--- config.mk ---
export PLATFORM = sky130hd
export DESIGN_NAME = countdown_ctrl_flat
export DESIGN_NICKNAME = d
export VERILOG_FILES = /design/src/rtl/display_pkg.sv /design/src/rtl/countdown_ctrl_if.sv /design/src/rtl/countdown_ctrl_prescaler.sv /design/src/rtl/countdown_ctrl.sv /design/src/flat_wrapper.sv
export SDC_FILE = /design/constraint.sdc
export NUM_CORES = 1
export LEC_CHECK = 0
export BUFFER_PORTS_ARGS = -buffer_cell sky130_fd_sc_hd__buf_2
export CORE_AREA = 3 3 67 69
export CTS_BUF_LIST = sky130_fd_sc_hd__clkbuf_4 sky130_fd_sc_hd__clkbuf_8 sky130_fd_sc_hd__clkbuf_16
export DETAILED_ROUTE_END_ITERATION = 8
export DIE_AREA = 0 0 70 72
export PLACE_DENSITY_LB_ADDON = 0.1
export SETUP_SLACK_MARGIN = 0.05
export SLEW_MARGIN = 40
export SYNTH_ARGS = -nofsm -noshare
export SYNTH_HDL_FRONTEND = slang
export SYNTH_SLANG_ARGS = --single-unit
--- constraint.sdc ---
create_clock -name clk -period 5.9 [get_ports clk]
set_input_delay 1.18 -clock clk [delete_from_list [all_inputs] [get_ports clk]]
set_output_delay 1.18 -clock clk [all_outputs]
set_load 0.05 [all_outputs]
--- src/rtl/display_pkg.sv ---
// Shared display definitions for the countdown sequencer and segment_display.
// - state_t            : countdown sequencer state encoding (2-bit)
// - SECONDS_ACTIVE_BIT : bit of the seconds word that carries the active flag
// - BCD_MAX_NIBBLE     : largest legal BCD digit
package display_pkg;

  typedef enum logic [1:0] {
    S_IDLE   = 2'd0,
    S_RUN    = 2'd1,
    S_PAUSED = 2'd2,
    S_HOLD   = 2'd3
  } state_t;

  localparam int unsigned SECONDS_ACTIVE_BIT = 8;
  localparam logic [3:0]  BCD_MAX_NIBBLE     = 4'd9;

endpackage

--- src/rtl/countdown_ctrl_if.sv ---
// Control/status bundle between the menu logic and the countdown sequencer.
// - start, load_bcd, pause, cancel : commands from the menu side
// - seconds, busy, expired, load_err : status back from the sequencer
// Modports: master = menu side (drives commands), slave = countdown_ctrl.
interface countdown_ctrl_if;
  logic       start;
  logic [7:0] load_bcd;
  logic       pause;
  logic       cancel;
  logic [8:0] seconds;
  logic       busy;
  logic       expired;
  logic       load_err;

  modport master (
    output start, load_bcd, pause, cancel,
    input  seconds, busy, expired, load_err
  );

  modport slave (
    input  start, load_bcd, pause, cancel,
    output seconds, busy, expired, load_err
  );
endinterface

--- src/rtl/countdown_ctrl_prescaler.sv ---
// One-second prescaler for the countdown sequencer.
// Ports:
//   clk   : system clock
//   reset : synchronous, active-low reset
//   clr   : synchronous clear of the cycle counter (wins over en)
//   en    : count enable; the counter holds its value while low
//   tick  : high for one cycle when an enabled counter sits at TICKS_PER_SEC-1
module sec_prescaler #(
  parameter int unsigned TICKS_PER_SEC = 100000000,
  parameter int unsigned PRESC_W       = 27
) (
  input  logic clk,
  input  logic reset,
  input  logic clr,
  input  logic en,
  output logic tick
);

  localparam logic [PRESC_W-1:0] LAST = PRESC_W'(TICKS_PER_SEC - 1);

  logic [PRESC_W-1:0] cnt;

  always_ff @(posedge clk) begin
    if (!reset) begin
      cnt <= '0;
    end else if (clr) begin
      cnt <= '0;
    end else if (en) begin
      cnt <= (cnt == LAST) ? '0 : cnt + PRESC_W'(1);
    end
  end

  assign tick = en && !clr && (cnt == LAST);

endmodule

--- src/rtl/countdown_ctrl.sv ---
// Countdown sequencer producing the 9-bit seconds word for segment_display.
// Loads a two-digit BCD value, decrements it once per second, supports
// pause and cancel, pulses expired on reaching 00 and then holds "00" for
// HOLD_SECS seconds.
// Ports:
//   clk   : system clock
//   reset : synchronous, active-low reset
//   bus   : countdown_ctrl_if.slave
//           start/load_bcd : one-cycle load-and-run request, {tens, ones} BCD
//           pause          : level, freezes the countdown in RUN
//           cancel         : one-cycle abort to IDLE
//           seconds        : {active, tens, ones}
//           busy           : high in RUN, PAUSED or HOLD
//           expired        : one-cycle pulse when the count reaches 00
//           load_err       : one-cycle pulse when a start is rejected
module countdown_ctrl
  import display_pkg::*;
#(
  parameter int unsigned TICKS_PER_SEC = 100000000,
  parameter int unsigned HOLD_SECS     = 1,
  parameter int unsigned PRESC_W       = 27
) (
  input  logic              clk,
  input  logic              reset,
  countdown_ctrl_if.slave   bus
);

  localparam logic [3:0] HOLD_LAST = 4'(HOLD_SECS - 1);

  state_t     state_q, state_d;
  logic [7:0] count_q, count_d;
  logic [3:0] hold_q, hold_d;
  logic       expired_q, expired_d;
  logic       load_err_q, load_err_d;

  logic       load_ok;
  logic       load_go;
  logic       presc_clr;
  logic       presc_en;
  logic       tick;
  logic [7:0] count_dec;

  assign load_ok = (bus.load_bcd[7:4] <= BCD_MAX_NIBBLE) &&
                   (bus.load_bcd[3:0] <= BCD_MAX_NIBBLE);
  assign load_go = bus.start && load_ok;

  // Prescaler control is derived from inputs and state only, so tick never
  // feeds back into its own enable. PAUSED with pause low counts like RUN,
  // which makes the frozen interval exactly as long as pause is held.
  // A rejected start freezes everything for that cycle.
  always_comb begin
    presc_clr = bus.cancel || load_go;
    presc_en  = 1'b0;
    if (!bus.cancel && !bus.start) begin
      unique case (state_q)
        S_RUN, S_PAUSED: presc_en = !bus.pause;
        S_HOLD:          presc_en = (HOLD_SECS != 0);
        default:         presc_en = 1'b0;
      endcase
    end
  end

  sec_prescaler #(
    .TICKS_PER_SEC (TICKS_PER_SEC),
    .PRESC_W       (PRESC_W)
  ) u_presc (
    .clk   (clk),
    .reset (reset),
    .clr   (presc_clr),
    .en    (presc_en),
    .tick  (tick)
  );

  // BCD decrement with borrow from tens into ones.
  always_comb begin
    if (count_q[3:0] == 4'd0) begin
      count_dec = {count_q[7:4] - 4'd1, BCD_MAX_NIBBLE};
    end else begin
      count_dec = {count_q[7:4], count_q[3:0] - 4'd1};
    end
  end

  always_comb begin
    state_d    = state_q;
    count_d    = count_q;
    hold_d     = hold_q;
    expired_d  = 1'b0;
    load_err_d = 1'b0;

    if (bus.cancel) begin
      state_d = S_IDLE;
      count_d = '0;
      hold_d  = '0;
    end else if (bus.start && !load_ok) begin
      load_err_d = 1'b1;
    end else if (bus.start) begin
      count_d = bus.load_bcd;
      hold_d  = '0;
      if (bus.load_bcd == 8'h00) begin
        state_d   = S_HOLD;
        expired_d = 1'b1;
      end else begin
        state_d = S_RUN;
      end
    end else begin
      unique case (state_q)
        S_IDLE: ;
        S_RUN, S_PAUSED: begin
          if (bus.pause) begin
            state_d = S_PAUSED;
          end else begin
            state_d = S_RUN;
            if (tick && count_q != 8'h00) begin
              count_d = count_dec;
              if (count_dec == 8'h00) begin
                state_d   = S_HOLD;
                expired_d = 1'b1;
                hold_d    = '0;
              end
            end
          end
        end
        S_HOLD: begin
          if (HOLD_SECS == 0) begin
            state_d = S_IDLE;
          end else if (tick) begin
            if (hold_q == HOLD_LAST) begin
              state_d = S_IDLE;
              hold_d  = '0;
            end else begin
              hold_d = hold_q + 4'd1;
            end
          end
        end
        default: state_d = S_IDLE;
      endcase
    end
  end

  always_ff @(posedge clk) begin
    if (!reset) begin
      state_q    <= S_IDLE;
      count_q    <= '0;
      hold_q     <= '0;
      expired_q  <= 1'b0;
      load_err_q <= 1'b0;
    end else begin
      state_q    <= state_d;
      count_q    <= count_d;
      hold_q     <= hold_d;
      expired_q  <= expired_d;
      load_err_q <= load_err_d;
    end
  end

  assign bus.seconds[SECONDS_ACTIVE_BIT] = (state_q != S_IDLE);
  assign bus.seconds[7:0]                = count_q;
  assign bus.busy                        = (state_q != S_IDLE);
  assign bus.expired                     = expired_q;
  assign bus.load_err                    = load_err_q;

endmodule

--- src/flat_wrapper.sv ---
// flat-port wrapper written by rule: the top's interface ports become plain ports
module countdown_ctrl_flat import display_pkg::*;
#(
  parameter int unsigned TICKS_PER_SEC = 100000000,
  parameter int unsigned HOLD_SECS     = 1,
  parameter int unsigned PRESC_W       = 27
)
  (clk, reset, bus_start, bus_load_bcd, bus_pause, bus_cancel, bus_seconds, bus_busy, bus_expired, bus_load_err);
  countdown_ctrl_if bus_i ();
  input  logic clk;
  input  logic reset;
  input wire logic [$bits(bus_i.start)-1:0] bus_start;
  input wire logic [$bits(bus_i.load_bcd)-1:0] bus_load_bcd;
  input wire logic [$bits(bus_i.pause)-1:0] bus_pause;
  input wire logic [$bits(bus_i.cancel)-1:0] bus_cancel;
  output wire logic [$bits(bus_i.seconds)-1:0] bus_seconds;
  output wire logic [$bits(bus_i.busy)-1:0] bus_busy;
  output wire logic [$bits(bus_i.expired)-1:0] bus_expired;
  output wire logic [$bits(bus_i.load_err)-1:0] bus_load_err;
  assign bus_i.start = bus_start;
  assign bus_i.load_bcd = bus_load_bcd;
  assign bus_i.pause = bus_pause;
  assign bus_i.cancel = bus_cancel;
  assign bus_seconds = bus_i.seconds;
  assign bus_busy = bus_i.busy;
  assign bus_expired = bus_i.expired;
  assign bus_load_err = bus_i.load_err;
  countdown_ctrl #(.TICKS_PER_SEC(TICKS_PER_SEC), .HOLD_SECS(HOLD_SECS), .PRESC_W(PRESC_W)) u_core (.clk(clk), .reset(reset), .bus(bus_i));
endmodule
# --- Word-level counts from Yosys, hierarchy flattened ---
# Cells that the tools add are included.
totals:
  ff_bits: 43
  latch_bits: 0
  ram_bits: 0
  romBits: 0
  input_bits: 13
  out_inout_bits: 12
  wordCells: 83
  memories: 0
op_classes:
  addsub: 4
  n_mul: 0
  n_div: 0
  n_lt_le_gt_ge: 2
  n_eq_ne: 10
  n_shift: 0
  muxes: 30
  n_bitwise: 2
  reduce_logical: 29
op_table:
  columns: ["operator", "n"]
  rows:
  - ["2-to-1 mux 8 bit", 5]
  - ["adder 27 x 1 -> 27 bit, second input constant", 1]
  - ["equality test 27 bit, second input constant", 1]
  - ["2-to-1 mux 27 bit", 1]
  - ["2-to-1 mux 4 bit", 6]
  - ["zero test 8 bit", 2]
  - ["2-to-1 mux 2 bit", 7]
  - ["!= test 3 x 2 -> 1 bit, second input constant", 4]
  - ["<= comparator 4 bit, second input constant", 2]
  - ["zero test 4 bit", 2]
  - ["2-to-1 mux 1 bit", 8]
  - ["case mux 4 bit (2 select lines)", 1]
  - ["AND reduction 4 bit", 2]
  - ["nonzero test 8 bit", 1]
  - ["subtractor 4 x 1 -> 4 bit, second input constant", 2]
  - ["logical AND 1 bit", 7]
  - ["AND reduction 6 bit", 1]
  - ["nonzero test 2 bit", 3]
  - ["OR reduction 2 bit", 3]
  - ["zero test 1 bit", 5]
  - ["adder 4 x 1 -> 4 bit, second input constant", 1]
  - ["equality test 2 bit, second input constant", 2]
  - ["case mux 2 bit (2 select lines)", 1]
  - ["!= test 3 bit, second input constant", 1]
  - ["other kinds (7)", 8]

# --- Depth between registers and ports, before layout ---
# Gate-level depths: netlist of the first run.
depth:
  word_depth: 12
  mapped_depth: 8
  depth_no_buf: 8

# --- Hierarchy ---
# Synthesis of the first run repeated with hierarchy kept, for this count alone.
unflattened:
  cells_unflattened: 325
  area_unflattened_um2: 2570.0
modules_own_cells:
  columns: ["mod", "instances", "cells_per_inst", "area_each_um2", "seq_area_each_um2"]
  rows:
  - ["sec_prescaler", 1, 167, 1363.8, 540.5]
  - ["countdown_ctrl", 1, 158, 1206.2, 320.3]

# --- Least setup slack after synthesis of the first run ---
# OpenSTA, ideal clock, no wires.
synth_path:
  path_type: "input to register"
  start: "input port bus_start"
  end: "register u_core.hold_q[3]"
  setup_ps: 129
  t_arrival_ps: 2430
  t_required_ps: 5771
  setup_slack_ps: 3341
  stages: 6
  path_buffers: 0
  cell_sequence: "nor3_4 -> o2111a_2 -> nand3_2 -> a211o_1 -> a221oi_2 -> nor2_1"
synth_between:
  elab_chain_cells: 8
  word_cells_on_any_way: 18
  classes_between: "eq/ne (4); mux (2); bitwise (1); reduce/logical (11)"
synth_rtl:
  columns: ["element", "line", "rtl"]
  rows:
  - ["start, declared", "flat_wrapper.sv:12", "input wire logic [$bits(bus_i.start)-1:0] bus_start;"]
  - ["zero test 1 bit / logical AND 1 bit (equally long branches)", "countdown_ctrl.sv:54, countdown_ctrl.sv:45", null]
  - ["logical AND 1 bit / logical OR 1 bit (equally long branches)", "countdown_ctrl.sv:54, countdown_ctrl.sv:52", null]
  - ["2-to-1 mux 1 bit / zero test 1 bit (equally long branches)", "countdown_ctrl.sv:54, countdown_ctrl_prescaler.sv:33", null]
  - ["logical AND 1 bit (2 in a row)", "countdown_ctrl_prescaler.sv:33", "assign tick = en && !clr && (cnt == LAST);"]
  - ["logical AND 1 bit", "countdown_ctrl.sv:113", "if (tick && count_q != 8'h00) begin"]
  - ["!= test 3 x 2 -> 1 bit (no line)", null, null]
  - ["AND reduction 6 bit (no line)", null, null]
  - ["end signal, assigned", "countdown_ctrl.sv:150", "hold_q <= hold_d;"]
  - ["end, declared", "countdown_ctrl.sv:32", "logic [3:0] hold_q, hold_d;"]
# Several ways; a longest one is shown, not always the timed one.
# A chain may end at the register's enable or synchronous reset.

# --- Worst setup path in the final report of the first run ---
layout_path:
  start: "input port bus_start"
  end: "register u_core.u_presc.cnt[16]"
layout_between:
  elab_chain_cells: 3
  word_cells_on_any_way: 6
  classes_between: "mux (1); reduce/logical (5)"
layout_rtl:
  columns: ["element", "line", "rtl"]
  rows:
  - ["zero test 1 bit / logical AND 1 bit (equally long branches)", "countdown_ctrl.sv:54, countdown_ctrl.sv:45", null]
  - ["logical AND 1 bit / logical OR 1 bit (equally long branches)", "countdown_ctrl.sv:54, countdown_ctrl.sv:52", null]
  - ["2-to-1 mux 1 bit / OR reduction 2 bit (equally long branches)", null, null]
  - ["end signal, assigned", "countdown_ctrl_prescaler.sv:29", "cnt <= (cnt == LAST) ? '0 : cnt + PRESC_W'(1);"]
  - ["end, declared", "countdown_ctrl_prescaler.sv:21", "logic [PRESC_W-1:0] cnt;"]
# Several ways; a longest one is shown, not always the timed one.

==> results.yml, run 1 <==
status:
  status: "finished clean"
global_routing:
  grt_pass1_wl_mm: 8.852
  grt_max_degree: 27
  antenna_found_initial: 0
  overflow: 0
  grt_pass1_vias: 1822
  grt_usage_pct: 21.92
sta:
  finalSetupViolCount: 0
  fin_ws_ps: 3121
  min_period_over_period_pct: 47.11
  hold_viol_final: 0
  relSlewSlack_pct: 53.16
  skew_ps: 4.616
  min_period_ps: 2779
  rsz0062_at_grt: "no"
  hold_ws_ps: 511.6
  setup_tns_ps: 0
  tightest_slew_ps: 696.2
  max_freq_mhz: 359.8
  maxSlewViolCount: 0
detailed_routing:
  drtAntennaViolNets: 0
  wl_per_cell_um: 14.36
  totalWireLength_mm: 5.168
  via_per_inst: 5.661
  dr_wl_met2_mm: 2.237
  route.top_layer_used: "met4"
  vias: 2038
  wl_met1_mm: 2.635
  drc: 0
  route.met3.wl_um: 232
  dr.pass1.iters: 4
  drtIter0Drc: 113
yosys:
  synth_flop_cell: "dfxtp_1"
  async_flop_share_pct: 0
  synth_area_per_cell_um2: 8.532
  yosysMostFrequentCell: "nor2_1"
  syn_inst: 287
  yosys-top-cells-count: "nor2_1, dfxtp_1, nand2_1"
  synth-edff-count: 0
  syn-cell-area_mm2: 0.002449
  post_synth_main_area_contributors: "dfxtp_1, xor2_1, nor2_1"
  synth_top_cell_area_share_pct: 35.16
  yosys.area.top_type: "dfxtp_1"
  yosysWarningCount: 0
  yosysSeqAreaShare_pct: 35.16
  yosys_register_bits: 43
  yosysUniqueCellTypes: 56
  syn_nets: 308
clock_network:
  insertion_delay_ps: 300
  ctsHoldBuffers: 0
  clkTransAtPathRegs_ps: 90
  cts_tree: "yes"
  post_cts_buffers: 0
  cts_made_buffers: 5
  root_buffer: "clkbuf_8"
  ctsHtreeMaxLevel: 2
  cts_buffer_depth: 2
  clkSinkCount: 43
  cts_resized: 0
setup_path:
  slowest_delay_ps: 670
  cp_top_family: "simple AND/OR/NAND/NOR gates"
  r2r-start: "u_core.state_q[0]"
  r2r_cells: 8
  crit_path_end_kind: "flip-flop"
  r2r_slack_ps: 3430
  required_ps: 6080
  arrival_ps: 2960
  r2r_end: "u_core.u_presc.cnt[16]"
  path_max_fanout: 25
  cp-start-kind: "input port"
  crit_type: "input port to flip-flop"
  slowest_stage: "nor4_1"
  crit_chain: "buf_2 -> nor3_4 -> o21ai_2 -> nor4_1 -> nand4_1 -> xor2_1 -> nor2_1"
  startpoint: "bus_start"
  cp_num_buf_inv: 1
pwr:
  power.leakage_uw: 0.001051
  vdd.ir_drop.worst_mv: 0.1533
  power_density_mw_per_mm2: 219.8
layout:
  ff_latch_area_um2: 860.8
  layout.nets: 330
  syn_to_final_growth_pct: 10.99
  diodes: 0
  multi_input_area_mm2: 0.001504
  num-fill-cells: 324
  drive_above_1_share_pct: 17.74
floorplan:
  die_y_um: 72
  start_util_pct: 61.66
  fp.dieW_um: 70
  core_area_mm2: 0.003971
  io_pins: 25
  rows: 23
  fp.dieArea_mm2: 0.005040
worst_hold_path:
  hold_depth: 2
  worstHoldEndpoint: "u_core.hold_q[2]"
  min_path_type: "flip-flop to flip-flop"
  hp-start: "u_core.hold_q[2]"
flow_run:
  drv_cap: 0
place:
  globalplace.congestion: 0.8693
  dp_slack_ps: 2813
  port_buffers: 24
  dp_hpwl_mm: 3.790
-- cells in the final DEF, fill, tap and decap left out, types with 2 or more instances in the layout --
cell	count
o21a_1	3
inv_1	13
a211oi_1	2
a21oi_1	6
nand2_1	25
or4_1	2
nand2_2	2
o21ai_0	8
a31oi_1	2
nor4_4	3
nand3_2	2
nor2b_1	3
and3_1	4
mux2_2	3
mux2i_1	6
clkbuf_8	6
and4_1	4
xnor2_1	6
a221oi_1	3
nor4_2	2
nor4_1	3
nor2_1	45
o31ai_1	2
and2_1	3
dfxtp_1	43
nand3_1	14
ha_1	8
xor2_1	21
buf_2	24
nand4_1	6
nor3_1	6
nand2b_1	5
o2111ai_1	2
-- worst max path at each step --
stage | to | slack (ps) | depth (start not counted)
floorplan | u_core.hold_q[3] | 3340 | 6
global placement | u_core.u_presc.cnt[10] | 2790 | 6
detailed placement | u_core.u_presc.cnt[16] | 2810 | 7
CTS | u_core.u_presc.cnt[16] | 3140 | 7
global route | u_core.u_presc.cnt[16] | 3020 | 7
finish | u_core.u_presc.cnt[16] | 3120 | 7
-- cell type report --
cell class / instances / share of cell area (%)
Multi-Input combinational cell: 222 / 55.34
Clock buffer: 6 / 3.039
Sequential cell: 43 / 31.68
Tap cell: 50 / 2.302
Clock inverter: 2 / 1.427
Inverter: 13 / 1.796
Timing Repair Buffer: 24 / 4.420
-- stage by stage --
stage / power, uW / instances / cell area (um2) / util (%)
6_report: 597.3 / 360 / 2718 / 68.43
5_1_grt: 618.0 / 360 / 2718 / 68.43
4_1_cts: 601.4 / 360 / 2718 / 68.43
3_5_place_dp: 356.7 / 352 / 2596 / 65.37
3_3_place_gp: 356.2 / 352 / 2591 / 65.25
2_1_floorplan: 341.8 / 287 / 2449 / -
-- registers in the layout, summed over array words and instances, names as in the netlist --
| register | cells |
|---|---|
| u_core.hold_q | 4 |
| u_core.u_presc.cnt | 27 |
| u_core.bus.load_err | 1 |
| u_core.bus.expired | 1 |
| u_core.count_q | 8 |
| u_core.state_q | 2 |
-- where the power goes --
| part | switching [uW] | internal, uW | leakage (uW) |
|---|---|---|---|
| combinational | 38.4 | 18.5 | 0.000643 |
| clock | 107 | 139 | 0.0000618 |
| sequential | 2.29 | 292 | 0.000347 |
-- logic make-up after synthesis --
kind of cell | count (synthesis) | share of synthesized area (%)
multiplexers | 9 | 3.832
XOR/XNOR | 27 | 9.658
flip-flops | 43 | 35.16
AO/OA/AOI/OAI | 42 | 13.03
adder cells (fa/ha/maj) | 8 | 4.088
buffers and inverters | 22 | 3.628
AND/OR/NAND/NOR | 136 | 30.61
-- worst min-delay path, stage by stage (launching register included) --
cell and delay [ps]:
dfxtp_1 340, nand2_1 70, a21oi_1 50
-- metal layers --
layer / global-route usage, % / vias to the layer above
met2: 32.32 / 35
met3: 5.679 / 6
met5: 0 / -
met4: 6.383 / 0
li1: - / 1053
met1: 31.64 / 944
Power figures use the tool's default switching activity.
==> run 2: changes to the inputs <==
--- a/config.mk
+++ b/config.mk
@@ -5,11 +5,12 @@
 export SDC_FILE = /design/constraint.sdc
 export NUM_CORES = 1
 export LEC_CHECK = 0
+export ABC_AREA = 1
 export BUFFER_PORTS_ARGS = -buffer_cell sky130_fd_sc_hd__buf_2
-export CORE_AREA = 3 3 67 69
+export CORE_AREA = 3 3 74 76
 export CTS_BUF_LIST = sky130_fd_sc_hd__clkbuf_4 sky130_fd_sc_hd__clkbuf_8 sky130_fd_sc_hd__clkbuf_16
 export DETAILED_ROUTE_END_ITERATION = 8
-export DIE_AREA = 0 0 70 72
+export DIE_AREA = 0 0 77 79
 export PLACE_DENSITY_LB_ADDON = 0.1
 export SETUP_SLACK_MARGIN = 0.05
 export SLEW_MARGIN = 40
==> constraint.sdc (replaced) <==
create_clock -name clk -period 2.23 [get_ports clk]
set_input_delay 0.446 -clock clk [delete_from_list [all_inputs] [get_ports clk]]
set_output_delay 0.446 -clock clk [all_outputs]
set_load 0.05 [all_outputs]
==> run 2 against run 1 <==
Highest routed layer unchanged. Critical path depth is 6 higher. Combinational power grew to 3.9 times the previous value. Wire length is 11% higher. Sequential share of layout area is 2.1 points lower. Via count is 22% higher. Hold slack worse by 45 ps. Cell count is 36% higher. Non-clock buffer count is 10 higher. Largest power group unchanged. Area after synthesis is 5.0% higher.
==> results.yml, run 2 <==
yosys:
  synth-edff-count: 0
  synth-simple-area-share_pct: 37.32
  synth_top_family_by_area: "simple AND/OR/NAND/NOR gates"
  synth_top_cell_area_share_pct: 33.48
  yosys.area.top_type: "dfxtp_1"
  yosysWarningCount: 0
  synth_area_per_cell_um2: 6.661
  yosys-top-cells-count: "nand2_1, inv_1, nor2_1"
  syn_nets: 407
  async_flop_share_pct: 0
  syn-cell-area_mm2: 0.002571
  synth.area.mux_share_pct: 0
  syn_inst: 386
  yosysMostFrequentCell: "nand2_1"
  yosys_register_bits: 43
  synth-xor-area-share_pct: 2.384
  yosysSeqAreaShare_pct: 33.48
  synth-compound-area-share_pct: 12.60
  post_synth_main_area_contributors: "dfxtp_1, nand2_1, inv_1"
  synthAdderAreaFrac_pct: 3.893
  yosysUniqueCellTypes: 39
  synth_flop_cell: "dfxtp_1"
layout:
  mostFrequentLayoutCells: "nand2_1, inv_1, nor2_1"
  largest_register_ffs: 27
  diodes: 0
  top_register: "u_core.u_presc.cnt"
  largestRegisters: "u_core.u_presc.cnt: 27 flops, u_core.count_q: 8 flops, u_core.hold_q: 4 flops"
  syn_to_final_growth_pct: 13.14
  num-fill-cells: 468
  drive_above_1_share_pct: 15.20
  final_common_cell: "nand2_1"
  layout.nets: 442
  final_util_pct: 60.78
  multi_input_area_mm2: 0.001459
  ff_latch_area_um2: 860.8
setup_path:
  path_max_fanout: 10
  crit_type: "flip-flop to flip-flop"
  arrival_ps: 2210
  cp-start-kind: "flip-flop"
  crit_path_end_kind: "flip-flop"
  r2r_cells: 13
  required_ps: 2450
detailed_routing:
  wl_per_cell_um: 11.80
  via_per_inst: 5.115
  dr.pass1.iters: 5
  totalWireLength_mm: 5.757
  drc: 0
  drtIter0Drc: 164
  drtAntennaViolNets: 0
  vias: 2496
global_routing:
  top_usage_layer: "met2"
  grt_max_degree: 13
  grt_usage_pct: 19.84
  use_met2_pct: 33.80
  grt_use_met1_pct: 24.75
  overflow: 0
  grt_pass1_vias: 2235
  grt_pass1_wl_mm: 9.880
  antenna_found_initial: 0
  met3_usage_pct: 3.855
pwr:
  pwr-share-comb_pct: 14.6
  vdd.ir_drop.worst_mv: 0.3335
  power.leakage_uw: 0.001267
  switching_share_pct: 27.87
  power_density_mw_per_mm2: 519.8
  p_int_uw: 1091
  clkPwrFrac_pct: 33.6
  p_seq_share_pct: 51.8
  p_sw_uw: 421.5
sta:
  hold_viol_final: 0
  maxSlewViolCount: 0
  setup_tns_ps: 0
  finalSetupViolCount: 0
  skew_ps: 10.97
  relSlewSlack_pct: 71.97
  min_period_over_period_pct: 88.91
  tightest_slew_ps: 416.6
  fin_ws_ps: 247.3
  rsz0062_at_grt: "no"
  min_period_ps: 1983
  max_freq_mhz: 504.4
clock_network:
  clkSinkCount: 43
  ctsHtreeMaxLevel: 2
  cts_tree: "yes"
  insertion_delay_ps: 290
  cts_buffer_depth: 2
  cts_made_buffers: 5
  clkTransAtPathRegs_ps: 80
  ctsHoldBuffers: 0
  root_buffer: "clkbuf_8"
floorplan:
  fp.dieArea_mm2: 0.006083
  io_pins: 25
  rows: 25
  start_util_pct: 53.73
  fp.dieW_um: 77
  core_area_mm2: 0.004786
  die_y_um: 79
worst_hold_path:
  min_path_type: "flip-flop to flip-flop"
  hold_depth: 2
place:
  globalplace.congestion: 0.8462
  dp_slack_ps: 138.3
  port_buffers: 24
  dp_hpwl_mm: 4.357
status:
  status: "finished clean"
flow_run:
  drv_cap: 0
## run 2: worst paths after layout
| kind | start | endpoint | slack (ps) |
|---|---|---|---|
| max | u_core.state_q[1] | u_core.count_q[1] | 250 |
| min reg2reg | u_core.hold_q[3] | u_core.hold_q[3] | 470 |
| min | u_core.hold_q[3] | u_core.hold_q[3] | 470 |
| max reg2reg | u_core.state_q[1] | u_core.count_q[1] | 250 |
## run 2: layer usage
| layer | part of all wire (%) | vias to the layer above |
|---|---|---|
| met5 | 0 | - |
| met4 | 1.1 | 0 |
| met3 | 3.7 | 6 |
| met2 | 48 | 54 |
| met1 | 47 | 1116 |
| li1 | - | 1320 |
## run 2: power by group through the flow
stage               combinational [uW]  sequential, uW  clock, uW
finish                             221             783        508
global route                       247             785        549
CTS                                212             783        528
detailed placement                 211             801          0
global placement                   212             801          0
floorplan                          141             818          0
## run 2: metrics by stage
step	area (um2)	std cells	hold slack [ps]	total power, uW
5_1_grt	2909	488	504.1	1581
4_1_cts	2865	484	466.9	1523
6_report	2909	488	466.5	1512
3_3_place_gp	2778	477	451.0	1013
3_5_place_dp	2778	477	455.2	1012
2_1_floorplan	2571	386	439.3	958.8
## run 2: kinds of logic (layout without fill, tap and decap cells)
family          count (synthesis)  count (layout)
buf+inv                        64              99
xor+xnor                        7               7
compound gates                 60              60
flops                          43              43
fa+ha+maj                       8               8
simple gates                  204             204
## run 2: timing repair
item	in CTS	in global routing
buffers inserted	0	4
resized for setup	0	3
endpoints found under the setup margin	0	15
## run 2: worst max-delay path: stages, from the launching register on
cell	delay [ps]
dfxtp_1	330
inv_1	70
ha_1	280
inv_1	70
o21ai_2	160
nand2_4	130
clkinv_4	110
nand3_4	90
nor2_2	130
nand2_1	100
nand2_4	120
buf_4	120
o21ai_1	60
a21oi_1	130
## run 2: layout make-up
class / count / area share [%]
clock buffer: 6 / 2.839
clock inverter: 1 / 0.1720
inverter: 58 / 7.656
multi-input combinational: 279 / 50.15
sequential: 43 / 29.59
tap: 67 / 2.882
timing repair buffer: 34 / 6.710
==> run 3: changes to the inputs <==
--- a/config.mk
+++ b/config.mk
@@ -7,10 +7,10 @@
 export LEC_CHECK = 0
 export ABC_AREA = 1
 export BUFFER_PORTS_ARGS = -buffer_cell sky130_fd_sc_hd__buf_2
-export CORE_AREA = 3 3 74 76
+export CORE_AREA = 3 3 71 73
 export CTS_BUF_LIST = sky130_fd_sc_hd__clkbuf_4 sky130_fd_sc_hd__clkbuf_8 sky130_fd_sc_hd__clkbuf_16
 export DETAILED_ROUTE_END_ITERATION = 8
-export DIE_AREA = 0 0 77 79
+export DIE_AREA = 0 0 74 76
 export PLACE_DENSITY_LB_ADDON = 0.1
 export SETUP_SLACK_MARGIN = 0.05
 export SLEW_MARGIN = 40
==> constraint.sdc (replaced) <==
create_clock -name clk -period 1.87 [get_ports clk]
set_input_delay 0.187 -clock clk [delete_from_list [all_inputs] [get_ports clk]]
set_output_delay 0.187 -clock clk [all_outputs]
set_load 0.05 [all_outputs]
==> run 3 against run 2 <==
Global-route usage grew 2.7 points. Critical endpoint is now u_core.u_presc.cnt[11]. Maximum frequency up 6.5%. Setup slack worse by 240 ps. Sequential share of layout area down 2.4 points. Combinational power up 39%. Die area decreased by 7.5%. Wire length up 9.1%. Clock power grew 13%. Largest cell class unchanged.
==> results.yml, run 3 (synthesis gave the netlist of run 2 again) <==
status:
  status: "finished clean"
layout:
  fin_cells: 494
  num-fill-cells: 337
  top_register: "u_core.u_presc.cnt"
  layout.nets: 462
  drive_above_1_share_pct: 26.47
  ff_latch_area_um2: 868.3
  mostFrequentLayoutCells: "nand2_1, inv_1, nor2_1"
  final_common_cell: "nand2_1"
  largestRegisters: "u_core.u_presc.cnt: 27 flops, u_core.count_q: 8 flops, u_core.hold_q: 4 flops"
  largest_register_ffs: 27
  diodes: 0
  multi_input_area_mm2: 0.001599
  syn_to_final_growth_pct: 24.09
pwr:
  power_uw: 1814
  power.leakage_uw: 0.001435
  power_density_mw_per_mm2: 568.7
  vdd.ir_drop.worst_mv: 0.3689
floorplan:
  fp.dieArea_mm2: 0.005624
  rows: 24
  fp.dieW_um: 74
  die_y_um: 76
  core_area_mm2: 0.004414
  io_pins: 25
  start_util_pct: 58.25
setup_path:
  r2r_slack_ps: 8
  r2r_cells: 10
  crit_chain: "inv_2 -> ha_4 -> inv_2 -> o21ai_4 -> nand2_4 -> buf_6 -> nor4b_4 -> buf_4 -> xor2_1 -> nor2_1"
  startpoint: "u_core.state_q[0]"
  worstSetupEndpoint: "u_core.u_presc.cnt[11]"
  r2r_end: "u_core.u_presc.cnt[11]"
  cp_common_cell: "inv_2"
  cp-start-kind: "flip-flop"
  arrival_ps: 2060
  crit_path_end_kind: "flip-flop"
  crit_type: "flip-flop to flip-flop"
  r2r-start: "u_core.state_q[0]"
  required_ps: 2070
  slowest_stage: "dfxtp_2"
  slowest_delay_ps: 350
  path_max_fanout: 4
sta:
  hold_viol_final: 0
  rsz0062_at_grt: "yes"
  setup_tns_ps: 0
  min_period_ps: 1862
  relSlewSlack_pct: 71.85
  min_period_over_period_pct: 99.58
  maxSlewViolCount: 0
  skew_ps: 5.703
  max_freq_mhz: 537.0
  finalSetupViolCount: 0
  tightest_slew_ps: 418.4
global_routing:
  grt_pass1_vias: 2391
  grt_max_degree: 16
  antenna_found_initial: 0
  grt_pass1_wl_mm: 10.27
  overflow: 0
  grt_usage_pct: 22.54
place:
  dp_hpwl_mm: 4.601
  globalplace.congestion: 0.9074
  port_buffers: 24
  dp_cells: 477
detailed_routing:
  dr.pass1.iters: 4
  wl_per_cell_um: 12.71
  via_per_inst: 5.356
  drtIter0Drc: 221
  drtAntennaViolNets: 0
  totalWireLength_mm: 6.281
  vias: 2646
  drc: 0
clock_network:
  insertion_delay_ps: 300
  ctsHoldBuffers: 0
  cts_made_buffers: 5
  clkTransAtPathRegs_ps: 80
  clkSinkCount: 43
  cts_buffer_depth: 2
  ctsHtreeMaxLevel: 2
  cts_tree: "yes"
  root_buffer: "clkbuf_8"
worst_hold_path:
  hp-start: "bus_load_bcd[5]"
  min_path_type: "input port to flip-flop"
flow_run:
  drv_cap: 0
==> run 3: critical path: cells and delay by family (launching register included) <==
family / cells / cell delay, ps
fa+ha+maj: 1 / 260
xor+xnor: 1 / 140
flops: 1 / 350
simple gates: 3 / 470
buf+inv: 4 / 420
compound gates: 1 / 130
==> run 3: what timing repair did <==
| item | CTS | global route |
|---|---|---|
| gates cloned | 1 | 0 |
| pin swaps | 5 | 19 |
| endpoints found under the setup margin | 24 | 33 |
| setup buffers | 0 | 8 |
| gates resized for setup | 15 | 33 |
==> run 3: per-stage QoR <==
step	instance area, um2	hold slack, ps	utilization (%)	setup WS, ps
after floorplan	2577	378.9	-	53.07
after global placement	2878	454.2	65.19	34.62
after detailed placement	2878	461.0	65.19	-44.08
after CTS	3015	236.6	68.31	59.40
after global routing	3191	273.6	72.28	-63.54
final	3191	239.7	72.28	7.833
==> run 3: worst min-delay path by stage <==
stage,slack [ps],depth (start not counted),to
after floorplan,380,3,u_core.count_q[3]
after global placement,450,2,u_core.hold_q[3]
after detailed placement,460,2,u_core.hold_q[3]
after CTS,240,5,u_core.count_q[5]
after global routing,270,4,u_core.bus.expired
final,240,5,u_core.count_q[5]
==> run 3: layer usage <==
layer | part of all wire, % | global-route usage [%] | vias to the layer above | wire, um
met1 | 42 | 26.34 | 1192 | 2666
met3 | 3.7 | 4.881 | 18 | 231
met5 | 0 | 0 | - | 0
li1 | - | - | 1374 | -
met2 | 51 | 38.74 | 62 | 3218
met4 | 2.6 | 9.239 | 0 | 165
==> run 3: layout make-up <==
class | count | area share, %
clock buffers | 5 | 2.157
repair buffers | 53 | 10.94
multi-input cells | 280 | 50.12
well taps | 52 | 2.039
inverters | 58 | 7.059
clock inverters | 3 | 0.4706
flip-flops and latches | 43 | 27.22
==> run 3: report_power, final <==
part           internal (uW)  switching (uW)  total [uW]
Sequential               925            9.32         935
Clock                    256             316         572
Combinational            108             200         308
